## config.mk

```make
export PLATFORM = sky130hd
export DESIGN_NAME = pin_id_tx
export DESIGN_NICKNAME = d
export VERILOG_FILES = /design/src/rtl/pin_id_tx.sv
export SDC_FILE = /design/constraint.sdc
export NUM_CORES = 1
export LEC_CHECK = 0
export BUFFER_PORTS_ARGS = -buffer_cell sky130_fd_sc_hd__buf_4
export CORE_MARGIN = 2
export CORE_UTILIZATION = 51
export CTS_BUF_LIST = sky130_fd_sc_hd__clkbuf_16
export DETAILED_ROUTE_END_ITERATION = 6
export PLACE_DENSITY = 0.79
export SLEW_MARGIN = 20
export SYNTH_ARGS = -nofsm -noshare
export SYNTH_HDL_FRONTEND = slang
export SYNTH_SLANG_ARGS = --single-unit
```

## constraint.sdc

```tcl
create_clock -name clk -period 19 [get_ports clk]
set_clock_uncertainty 0.2 [all_clocks]
set_input_delay 3.8 -clock clk [delete_from_list [all_inputs] [get_ports clk]]
set_output_delay 3.8 -clock clk [all_outputs]
set_load 0.01 [all_outputs]
```

## src/rtl/pin_id_tx.sv

```systemverilog
// rtl/pin_id_tx.sv - pin bank where every pin serially transmits its own index
//
// Purpose:
//   Each bit k of `pins` repeatedly sends a frame identifying index k, so a
//   probe on any board trace shows which FPGA pin drives it. All pins share one
//   frame timer. Frame: SYNC (4 slots 1,0,1,0), INDEX (IDX_W slots, MSB first),
//   PARITY (1 slot, ~^k), GAP (GAP_CYCLES low). Each slot is BIT_CYCLES clocks.
//
// Ports:
//   clk          system clock, rising edge
//   reset        asynchronous active-high reset
//   enable       level; start or continue framing
//   pins         NUM_PINS registered outputs; bit k carries the frame for index k
//   frame_start  one-cycle pulse with the first SYNC cycle on pins
//   busy         high from the first SYNC cycle through the last GAP cycle
//   frame_count  frames started, wraps at 16 bits
//
// Configuration:
//   PIN_ID_MANCHESTER_EN  defined: each slot is Manchester coded (inverted bit
//                         in the first half, true bit in the second half).
//                         undefined: NRZ, bit held for the whole slot.

module pin_id_tx #(
    parameter int NUM_PINS   = 401,
    parameter int IDX_W      = 9,
    parameter int BIT_CYCLES = 16,
    parameter int GAP_CYCLES = 32
) (
    input  logic                clk,
    input  logic                reset,
    input  logic                enable,
    output logic [NUM_PINS-1:0] pins,
    output logic                frame_start,
    output logic                busy,
    output logic [15:0]         frame_count
);

    localparam int TMAX = (BIT_CYCLES > GAP_CYCLES) ? BIT_CYCLES : GAP_CYCLES;
    localparam int TW   = $clog2(TMAX);
    localparam int SW   = $clog2(IDX_W + 4);

    localparam logic [TW-1:0] BIT_LAST = TW'(BIT_CYCLES - 1);
    localparam logic [TW-1:0] GAP_LAST = TW'(GAP_CYCLES - 1);
    localparam logic [TW-1:0] HALF     = TW'(BIT_CYCLES / 2);
    localparam logic [SW-1:0] SYNC_LAST = SW'(3);
    localparam logic [SW-1:0] IDX_LAST  = SW'(IDX_W - 1);

    localparam logic [2:0] S_IDLE   = 3'd0;
    localparam logic [2:0] S_SYNC   = 3'd1;
    localparam logic [2:0] S_INDEX  = 3'd2;
    localparam logic [2:0] S_PARITY = 3'd3;
    localparam logic [2:0] S_GAP    = 3'd4;

    generate
        if ((2 ** IDX_W) < NUM_PINS) begin : g_chk_idx_w
            $fatal(1, "pin_id_tx: IDX_W too small for NUM_PINS");
        end
        if ((BIT_CYCLES < 2) || ((BIT_CYCLES % 2) != 0)) begin : g_chk_bit_cycles
            $fatal(1, "pin_id_tx: BIT_CYCLES must be even and >= 2");
        end
        if (GAP_CYCLES < 1) begin : g_chk_gap_cycles
            $fatal(1, "pin_id_tx: GAP_CYCLES must be >= 1");
        end
    endgenerate

    logic [2:0]          state, nxt_state;
    logic [TW-1:0]       timer, nxt_timer;
    logic [SW-1:0]       slot,  nxt_slot;
    logic                start;

    logic [IDX_W-1:0]    idx_sel;
    logic                in_slot;
    logic                sync_one;
    logic                par_en;
    logic                first_half;
    logic [NUM_PINS-1:0] pin_nxt;

    // Shared frame sequencer. The timer counts within a slot (or across the
    // whole GAP); the slot counter restarts at each state change.
    always_comb begin
        nxt_state = state;
        nxt_timer = timer;
        nxt_slot  = slot;
        start     = 1'b0;
        case (state)
            S_IDLE: begin
                if (enable) begin
                    nxt_state = S_SYNC;
                    nxt_timer = '0;
                    nxt_slot  = '0;
                    start     = 1'b1;
                end
            end
            S_SYNC, S_INDEX, S_PARITY: begin
                if (timer == BIT_LAST) begin
                    nxt_timer = '0;
                    if ((state == S_SYNC) && (slot == SYNC_LAST)) begin
                        nxt_state = S_INDEX;
                        nxt_slot  = '0;
                    end else if ((state == S_INDEX) && (slot == IDX_LAST)) begin
                        nxt_state = S_PARITY;
                        nxt_slot  = '0;
                    end else if (state == S_PARITY) begin
                        nxt_state = S_GAP;
                        nxt_slot  = '0;
                    end else begin
                        nxt_slot  = slot + SW'(1);
                    end
                end else begin
                    nxt_timer = timer + TW'(1);
                end
            end
            S_GAP: begin
                if (timer == GAP_LAST) begin
                    nxt_timer = '0;
                    nxt_slot  = '0;
                    if (enable) begin
                        nxt_state = S_SYNC;
                        start     = 1'b1;
                    end else begin
                        nxt_state = S_IDLE;
                    end
                end else begin
                    nxt_timer = timer + TW'(1);
                end
            end
            default: begin
                nxt_state = S_IDLE;
                nxt_timer = '0;
                nxt_slot  = '0;
            end
        endcase
    end

    // Decode of the upcoming cycle, shared by every pin. Pins are registered
    // from these so the pin value lines up with the state it belongs to.
    always_comb begin
        idx_sel = '0;
        for (int j = 0; j < IDX_W; j++) begin
            // One-hot select of the index bit currently on the wire (MSB first).
            idx_sel[j] = (nxt_state == S_INDEX) && (nxt_slot == SW'(IDX_W - 1 - j));
        end
        in_slot  = (nxt_state == S_SYNC) || (nxt_state == S_INDEX) || (nxt_state == S_PARITY);
        sync_one = (nxt_state == S_SYNC) && !nxt_slot[0];
        par_en   = (nxt_state == S_PARITY);
`ifdef PIN_ID_MANCHESTER_EN
        first_half = (nxt_timer < HALF);
`else
        first_half = 1'b0;
`endif
    end

    // Per-pin logic uses only elaboration-time constants for the index and
    // its parity; the only runtime state is the shared sequencer above.
    generate
        for (genvar k = 0; k < NUM_PINS; k++) begin : g_pin
            localparam logic [IDX_W-1:0] KV  = IDX_W'(k);
            localparam logic             PAR = ~^KV;
            assign pin_nxt[k] = in_slot &
                ((sync_one | (|(KV & idx_sel)) | (par_en & PAR)) ^ first_half);
        end
    endgenerate

    always_ff @(posedge clk or posedge reset) begin
        if (reset) begin
            state       <= S_IDLE;
            timer       <= '0;
            slot        <= '0;
            pins        <= '0;
            frame_start <= 1'b0;
            busy        <= 1'b0;
            frame_count <= 16'h0000;
        end else begin
            state       <= nxt_state;
            timer       <= nxt_timer;
            slot        <= nxt_slot;
            pins        <= pin_nxt;
            frame_start <= start;
            busy        <= (nxt_state != S_IDLE);
            if (start) begin
                frame_count <= frame_count + 16'd1;
            end
        end
    end

endmodule

```

==> results.md, run 1 <==
* Worst min-delay path startpoint: frame_count[15]
* Total Wirelength at 47900 microns
* Post-Syn Area at approximately 0.014 sq mm
* Final Critical Period at a little over 7000 ps
* Grt total ovfl at 0
* Cts repair resizes at 0
* Cells after synthesis at 1152
* Nets at 1575
* Clock Power Share at 0.249
* Initial Util at 0.519
* RR Endpoint: pins[105]
* Max stage delay cell, worst path: nor3_1
* Critical path required time at 19250 ps
* IO Count at 422
* P_sw at 1.04 mW
* CTS Root Cell: clkbuf_16
* Worst R2R Path Depth at 11
* Syn Nets at 1162
* Final setup fails at 0
* Clk sink count at 431
* CTS HTree Levels at 2
* Final Wtd Congestion at 0.927
* Synth top area cells: dfrtp_1, nand2_1, nand3_1, clkbuf_1, inv_1
* Layout cells sized above 1 at 0.346
* Multi-input gate area at between 0.003 and 0.004 sq mm
* FF-to-FF setup slack at 13760 ps
* Die Area at 0.0296 sq mm
* Final setup TNS at 0 ps
* First-pass GRT wire length at between 60000 and 70000 microns
* Clk pin slew, worst setup/hold paths at 60 ps
* CP Max Fanout at 15
* Worst VDD drop at 0.101 mV
* Internal power at about 2.1 mW
* Clock Latency Late Sink at 520 ps
* Vias in the first global route at approximately 11000
* Sequential element share of the synthesized area at 0.748
* Reg2reg start: timer[0]
* Largest net degree at the start of global routing at 122
* Drt wl/cell at roughly 24 microns
* CP endpoint: pins[105]
* Filler cells at about 2000
* Max Slew Vio Count at 0
* Leakage at 8.35 nW
* Chip width at 172 microns
* CP startpoint: enable
* PD cells at 163 mW/mm^2
* Comb power frac at 0.330
* Final Hold Viols at 0
* Status: complete, no violations
* Slew HR at 0.246
* CTS Hold Bufs at 0
* Asr flop ratio synth at 1.00
* Worst path bufs/invs at 1
* # port buffers at 421
* Top cell type's share of synthesized area at 0.748
* Pre-antenna DRT Iters at 6
* CP startpoint kind: input pin
* CTS Buffer Depth at 3
* Hold Crit Class: flop to flop
* Cells along the critical path: buf_4 -> and3b_1 -> a311oi_4 -> nand4_1 -> nor3_1 -> nor2_1 -> nand3_1
* Max Cap Viol at 0
* Final Worst Setup Slack at 11930 ps
* Post-CTS setup buffers at 0
* Vias at 10923
* Seq pwr share at 0.421
* Setup slack at placement at 11530 ps
* Fmax at 0.142 GHz
* Slew @ Worst Pin at roughly 1100 ps
* Residual DRC count at 0
* Crit path max-delay family: simple AND/OR/NAND/NOR gates
* Synth area leader: dfrtp_1
* Share of the core filled with cells at 0.696
* CTS tree: done
* Seq cells post-synth at 431
* Critical Path End Type: flop
* Final worst path period share at 0.372
* All-Layer GR Usage at 0.319
* Syn avg cell area at approximately 13 sq um
* Unique masters post-synth at 59
* Critical Path Stages at 7
* Post-DP HPWL at 31600 microns
* Initial DRC count at 1044
* Die Y at 172 microns
* Number of flops mapped to enable cells by yosys at 0
* Vias per std cell at between 5 and 6
* Crit-path max cell delay at 1000 ps
* Detail Route Antenna Nets at 0
* Arr. time, crit path at 7320 ps
* Unrepaired setup endpoints after global routing: false
* Initial antenna violation count at 0
* Row Count at 61
* Most used DFF post-synth: dfrtp_1
* Register area at about 0.011 sq mm
* Yosys warnings at 0
* Sw frac at 0.329
* ANT cells at 0
* Cts bufs inserted at 41
* P&R area growth vs syn at 34.1%
* Core Area at 0.0278 sq mm
* WS Path Type: input pin to flop
-- flip-flops by register name, indices dropped and copies added, names as in the netlist --
register     count
busy             1
frame_count     16
frame_start      1
pins           401
slot             4
state            3
timer            5
-- cells by family after synthesis --
logic type / count (synthesis) / synth area share
simple gates: 499 / 0.158
flops: 431 / 0.748
buf+inv: 120 / 0.0335
compound gates: 70 / 0.0396
xor+xnor: 20 / 0.0121
fa+ha+maj: 7 / 0.00607
mux: 5 / 0.00364
-- worst min-delay path by stage --
stage / end / cells past startpoint
after floorplan: timer[2] / 1
after global placement: frame_count[15] / 1
after detailed placement: frame_count[15] / 1
after CTS: frame_count[15] / 1
after global routing: frame_count[12] / 1
final: frame_count[15] / 1
-- Yosys cell counts, drive strengths merged (3+ instances only) --
cell	instances
a211oi	4
a21oi	19
a31oi	4
and2	8
and3	4
buf	24
clkbuf	48
dfrtp	431
ha	7
inv	47
mux2i	3
nand2	246
nand3	155
nand4	11
nor2	39
nor2b	4
nor3	16
nor4	3
o211ai	6
o21ai	18
or3	3
xnor2	15
xor2	5
-- layout by cell type, fill, tap and decap left out, types with 6 or more instances in the layout --
cell,instances
clkinv_1,8
nor3_2,7
nor3_1,8
nand2_1,246
nand3_1,154
a21oi_2,7
ha_1,7
clkinv_2,6
nor2_2,6
xnor2_1,15
nand4_1,11
inv_1,49
buf_4,439
inv_2,6
o21ai_0,14
dfrtp_1,431
nor2_1,29
a21oi_1,11
and2_1,8
clkbuf_16,42
-- per-layer routing --
layer	global-route usage	vias up	wire (microns)
li1	-	4566	-
met5	0	-	0
met3	0.0870	136	4910
met2	0.511	662	23000
met4	0.130	0	2090
met1	0.418	5559	17900
-- power by group through the flow --
stage               Clock, mW  Sequential [mW]  Combinational [mW]
floorplan                   0             1.47               0.261
global placement            0             1.33                1.01
detailed placement          0             1.34                1.03
CTS                     0.789             1.33                1.04
global route            0.828             1.35                1.11
finish                  0.785             1.33                1.04
-- layout make-up --
cell class | count | share of cell area
Clock buffer | 42 | 0.0543
Sequential cell | 431 | 0.557
Multi-Input combinational cell | 601 | 0.169
Tap cell | 378 | 0.0244
Clock inverter | 30 | 0.0125
Inverter | 48 | 0.00970
Timing Repair Buffer | 442 | 0.173
-- through the flow --
step / hold WS (ps) / area, sq um / instances / total power, mW
finish: 282 / 19300 / 1972 / 3.15
detailed placement: 269 / 18000 / 1899 / 2.37
global route: 317 / 19300 / 1972 / 3.29
floorplan: 265 / 14400 / 1152 / 1.73
CTS: 281 / 19300 / 1971 / 3.15
global placement: 264 / 18000 / 1899 / 2.34
No activity file was read; power rests on OpenSTA's default activity.
==> run 2, diff against run 1 <==
Settings changed: CORE_UTILIZATION 51 to 46, PLACE_DENSITY 0.79 to 0.75.
Clock period 19 ns to 6.39 ns, I/O delays scaled along.
==> results.md, run 2 (synthesis results as in run 1) <==
* Hold Crit Class: flop to flop
* Clk pin slew, worst setup/hold paths at 60 ps
* CTS tree: done
* CP Max Fanout at 31
* Max Slew Vio Count at 0
* Pre-antenna DRT Iters at 5
* Row Count at 64
* CTS Buffer Depth at 3
* Largest Register: pins
* Largest net degree at the start of global routing at 137
* CP endpoint: pins[78]
* Crit-path max cell delay at 790 ps
* FF-to-FF setup slack at 1580 ps
* Post-CTS setup buffers at 0
* Most frequent cells in the layout: buf_4, dfrtp_1, nand2_1
* Leakage at 8.40 nW
* Vias per std cell at 5.35
* Initial Util at 0.469
* First-pass GRT wire length at 71300 microns
* Final Critical Period at 4810 ps
* Commonest non-fill, non-tap cell in the layout: buf_4
* CP startpoint: timer[0]
* Die Area at 0.0328 sq mm
* Initial antenna violation count at 0
* P&R area growth vs syn at 35.1%
* CTS Hold Bufs at 0
* PD cells at roughly 480 mW/mm^2
* RR Endpoint: pins[78]
* Final setup TNS at 0 ps
* Max FFs per register at around 400
* Clock Latency Late Sink at 540 ps
* Detail Route Antenna Nets at 0
* Initial DRC count at between 900 and 1000
* Worst VDD drop at 0.285 mV
* Final setup fails at 0
* Total Wirelength at around 48000 microns
* Cells along the critical path: ha_1 -> and3_1 -> ha_1 -> and2_1 -> a21oi_1 -> a211oi_2 -> inv_2 -> nand3_1 -> or2_2 -> a21o_1 -> nand3_1
* Fmax at approximately 0.21 GHz
* Post-DP HPWL at 32100 microns
* Worst R2R Path Depth at 11
* Drt wl/cell at roughly 24 microns
* Slew HR at 0.227
* IO Count at 422
* Layout cells sized above 1 at 0.349
* Final worst path period share at 0.753
* Max stage delay cell, worst path: or2_2
* Core Area at 0.0307 sq mm
* Biggest regs: pins (401), frame_count (16), timer (5)
* CP startpoint kind: flop
* WS Path Type: flop to flop
* ANT cells at 0
* CTS Root Cell: clkbuf_16
* Unrepaired setup endpoints after global routing: false
* Nets at 1584
* Arr. time, crit path at 4990 ps
* Fin Hold WS at 293 ps
* Die Y at ~180 microns
* Max Cap Viol at 0
* Vias in the first global route at approximately 11000
* Clk sink count at around 430
* Status: complete, no violations
* Critical Path End Type: flop
* Final Hold Viols at 0
* Cts bufs inserted at 43
* Final Wtd Congestion at 0.910
* Residual DRC count at 0
* All-Layer GR Usage at 0.293
* Critical path required time at 6570 ps
* Vias at ~11000
* Chip width at 181 microns
* Reg2reg start: timer[0]
* Slew @ Worst Pin at 1160 ps
* CTS HTree Levels at 2
* # port buffers at 421
* Cts repair resizes at 0
* Grt total ovfl at 0
[run 2: changes by cell type in the layout (fill, tap and decap cells not counted), moves of 2 or more]
cell | before | now
clkbuf_16 | 42 | 45
buf_12 | 0 | 2
inv_1 | 49 | 46
clkinv_1 | 8 | 15
buf_4 | 439 | 446
clkinv_4 | 0 | 2
[run 2: worst max-delay path, delay by kind of cell (launching register included)]
family / cells / cell delay [ps]
compound gates: 3 / 1590
fa+ha+maj: 2 / 580
buf+inv: 1 / 230
simple gates: 5 / 1640
flops: 1 / 400
[run 2: how the worst min path moves through the flow]
stage | startpoint | to | slack (ps) | depth (start not counted)
detailed placement | frame_count[15] | frame_count[15] | 290 | 1
finish | frame_count[15] | frame_count[15] | 290 | 1
global placement | frame_count[15] | frame_count[15] | 260 | 1
global route | frame_count[14] | frame_count[14] | 310 | 1
CTS | frame_count[15] | frame_count[15] | 300 | 1
floorplan | timer[2] | timer[2] | 260 | 1
[run 2: through the flow]
stage | utilization | power [mW] | cell area [sq um] | worst slack [ps] | cells
global placement | 0.589 | 6.98 | 18100 | 1660 | 1925
CTS | 0.633 | 9.49 | 19500 | 1570 | 2004
floorplan | - | 5.14 | 14400 | -907 | 1152
finish | 0.634 | 9.44 | 19500 | 1580 | 2004
detailed placement | 0.589 | 7.05 | 18100 | 1610 | 1925
global route | 0.634 | 9.86 | 19500 | 1310 | 2004
[run 2: layout make-up]
type	count	area (sq um)
fill	2381	11300
multi-input combinational	601	3260
clock buffer	45	1130
inverter	48	184
timing repair buffer	449	3400
clock inverter	34	245
tap	396	495
sequential	431	10800
[run 2: power by group]
group / switching, mW / internal [mW] / leakage (nW) / total, mW
Sequential: 0.326 / 3.60 / 4.41 / 3.93
Clock: 1.04 / 1.40 / 0.696 / 2.44
Combinational: 1.71 / 1.37 / 3.30 / 3.07
[run 2: routing by layer]
layer  track usage  part of all wire
met5             0                 0
met4         0.118             0.043
met3        0.0740             0.089
met2         0.480              0.48
met1         0.377              0.38
==> run 3, diff against run 2 <==
Clock period 6.39 ns to 4.41 ns, I/O delays scaled along.
==> results.md, run 3 (synthesis results as in run 1) <==
* Final setup fails at 0
* Leakage at 8.66 nW
* Grt total ovfl at 0
* Drt wl/cell at between 20 and 25 microns
* Slew @ Worst Pin at 1010 ps
* Commonest non-fill, non-tap cell in the layout: buf_4
* Multi-input gate area at 0.00325 sq mm
* Nets at 1641
* Placed cell area at between 0.015 and 0.02 sq mm
* Global Route met1 Usage at 0.379
* Filler cells at 2323
* Initial DRC count at 847
* CTS Hold Bufs at 0
* Clock Latency Late Sink at 540 ps
* CTS Buffer Depth at 3
* CTS HTree Levels at 2
* Placed Instances at 1982
* Clk sink count at 431
* Tot Pwr at 13.7 mW
* Chip width at 181 microns
* All-Layer GR Usage at 0.295
* Residual DRC count at 0
* Row Count at between 60 and 70
* Comb power frac at 0.331
* Max Slew Vio Count at 0
* Met2 Usage GRT at 0.489
* P_sw at 4.46 mW
* IO Count at 422
* Vias in the first global route at 11151
* Biggest regs: pins (401), frame_count (16), timer (5)
* Total Wirelength at 48700 microns
* Met3 Track Usage GR at 0.0693
* Seq pwr share at 0.415
* Max FFs per register at 401
* Clock Power Share at 0.254
* Gr busiest metal: met2
* Most frequent cells in the layout: buf_4, dfrtp_1, nand2_1
* Finished Layout Cells at 2056
* Internal power at 9.26 mW
* First-pass GRT wire length at 71900 microns
* Vias at 11011
* CTS tree: done
* Fmax at 0.233 GHz
* Initial antenna violation count at 0
* Arr. time, crit path at 4470 ps
* PD cells at 690 mW/mm^2
* CP startpoint kind: flop
* Final Wtd Congestion at 0.900
* Core Area at 0.0307 sq mm
* Post-DP HPWL at 33600 microns
* Unrepaired setup endpoints after global routing: true
* Design Area, Final at 0.0199 sq mm
* Register area at 0.0108 sq mm
* Sw frac at 0.325
* Crit-path max cell delay at about 500 ps
* Largest net degree at the start of global routing at approximately 100
* Worst VDD drop at 0.403 mV
* Die Area at 0.0328 sq mm
* CP Max Fanout at 14
* ANT cells at 0
* CTS Root Cell: clkbuf_16
* Slew HR at 0.325
* Final Hold Viols at 0
* Share of the core filled with cells at 0.647
* Layout cells sized above 1 at 0.373
* Status: complete, no violations
* Cts repair resizes at 0
* Critical path required time at about 4600 ps
* Cts bufs inserted at 42
* CP most frequent cell: ha_1
* Initial Util at 0.469
* Max stage delay cell, worst path: a21oi_2
* Final worst path period share at 0.974
* Vias per std cell at approximately 5.4
* Clk pin slew, worst setup/hold paths at 60 ps
* Detail Route Antenna Nets at 0
* Max Cap Viol at 0
* Cells along the critical path: ha_1 -> and3_1 -> ha_1 -> nand4bb_2 -> or3_1 -> a41oi_4 -> inv_1 -> nand4_1 -> nor2_1 -> a21oi_2 -> buf_4 -> nand3_1
* Critical Path End Type: flop
* Final Critical Period at 4290 ps
* WS Path Type: flop to flop
* P&R area growth vs syn at 37.8%
* Die Y at approximately 180 microns
* Pre-antenna DRT Iters at 5
* Hold Crit Class: flop to flop
* # port buffers at 421
* Largest Register: pins
* Post-CTS setup buffers at 0
## run 3: changes by cell type in the layout (fill, tap and decap cells not counted), moves of 2 or more
cell,previous run,this run
a21oi_1,12,10
a21oi_2,6,8
buf_4,446,503
clkbuf_16,45,43
clkinv_1,15,10
clkinv_2,7,5
clkinv_4,2,0
inv_1,46,48
inv_6,0,2
nor2_2,6,8
## run 3: final cells by class
class                      instances  area share
sequential                       431       0.542
timing repair buffer             506       0.193
multi-input combinational        602       0.164
clock buffer                      43      0.0541
tap                              396      0.0249
clock inverter                    30      0.0128
inverter                          48     0.00925
## run 3: critical path: cells and delay by family, from the launching register on
family,cells,cell delay (ps)
buffers and inverters,2,580
AND/OR/NAND/NOR,6,1590
adder cells (fa/ha/maj),2,490
flip-flops,1,390
AO/OA/AOI/OAI,2,880
## run 3: final timing paths
check,startpoint,to,slack [ps],cells after the start
min in group asynchronous,reset,pins[8],310,2
max in group asynchronous,reset,pins[171],2480,4
setup / recovery,timer[0],pins[206],120,12
hold / removal,frame_count[15],frame_count[15],290,1
hold reg to reg,frame_count[15],frame_count[15],290,1
setup reg to reg,timer[0],pins[206],120,12
## run 3: power groups by stage
stage	sequential (mW)	combinational (mW)	clock (mW)
after floorplan	6.33	1.12	0
after global placement	5.73	4.45	0
after detailed placement	5.75	4.52	0
after CTS	5.70	4.54	3.51
after global routing	5.81	4.83	3.68
final	5.70	4.54	3.48
## run 3: per-layer routing
metal	vias to the layer above	wire length, microns
met5	-	0
met2	586	23700
met3	120	4130
li1	4707	-
met4	0	1920
met1	5598	19000
## run 3: per-stage QoR
step | TNS, ps | setup WS [ps] | hold WS [ps]
finish | 0 | 117 | 289
global route | -318 | -66.4 | 310
detailed placement | 0 | 33.5 | 273
global placement | 0 | 196 | 265
CTS | 0 | 21.7 | 286
floorplan | -1073780 | -2490 | 265
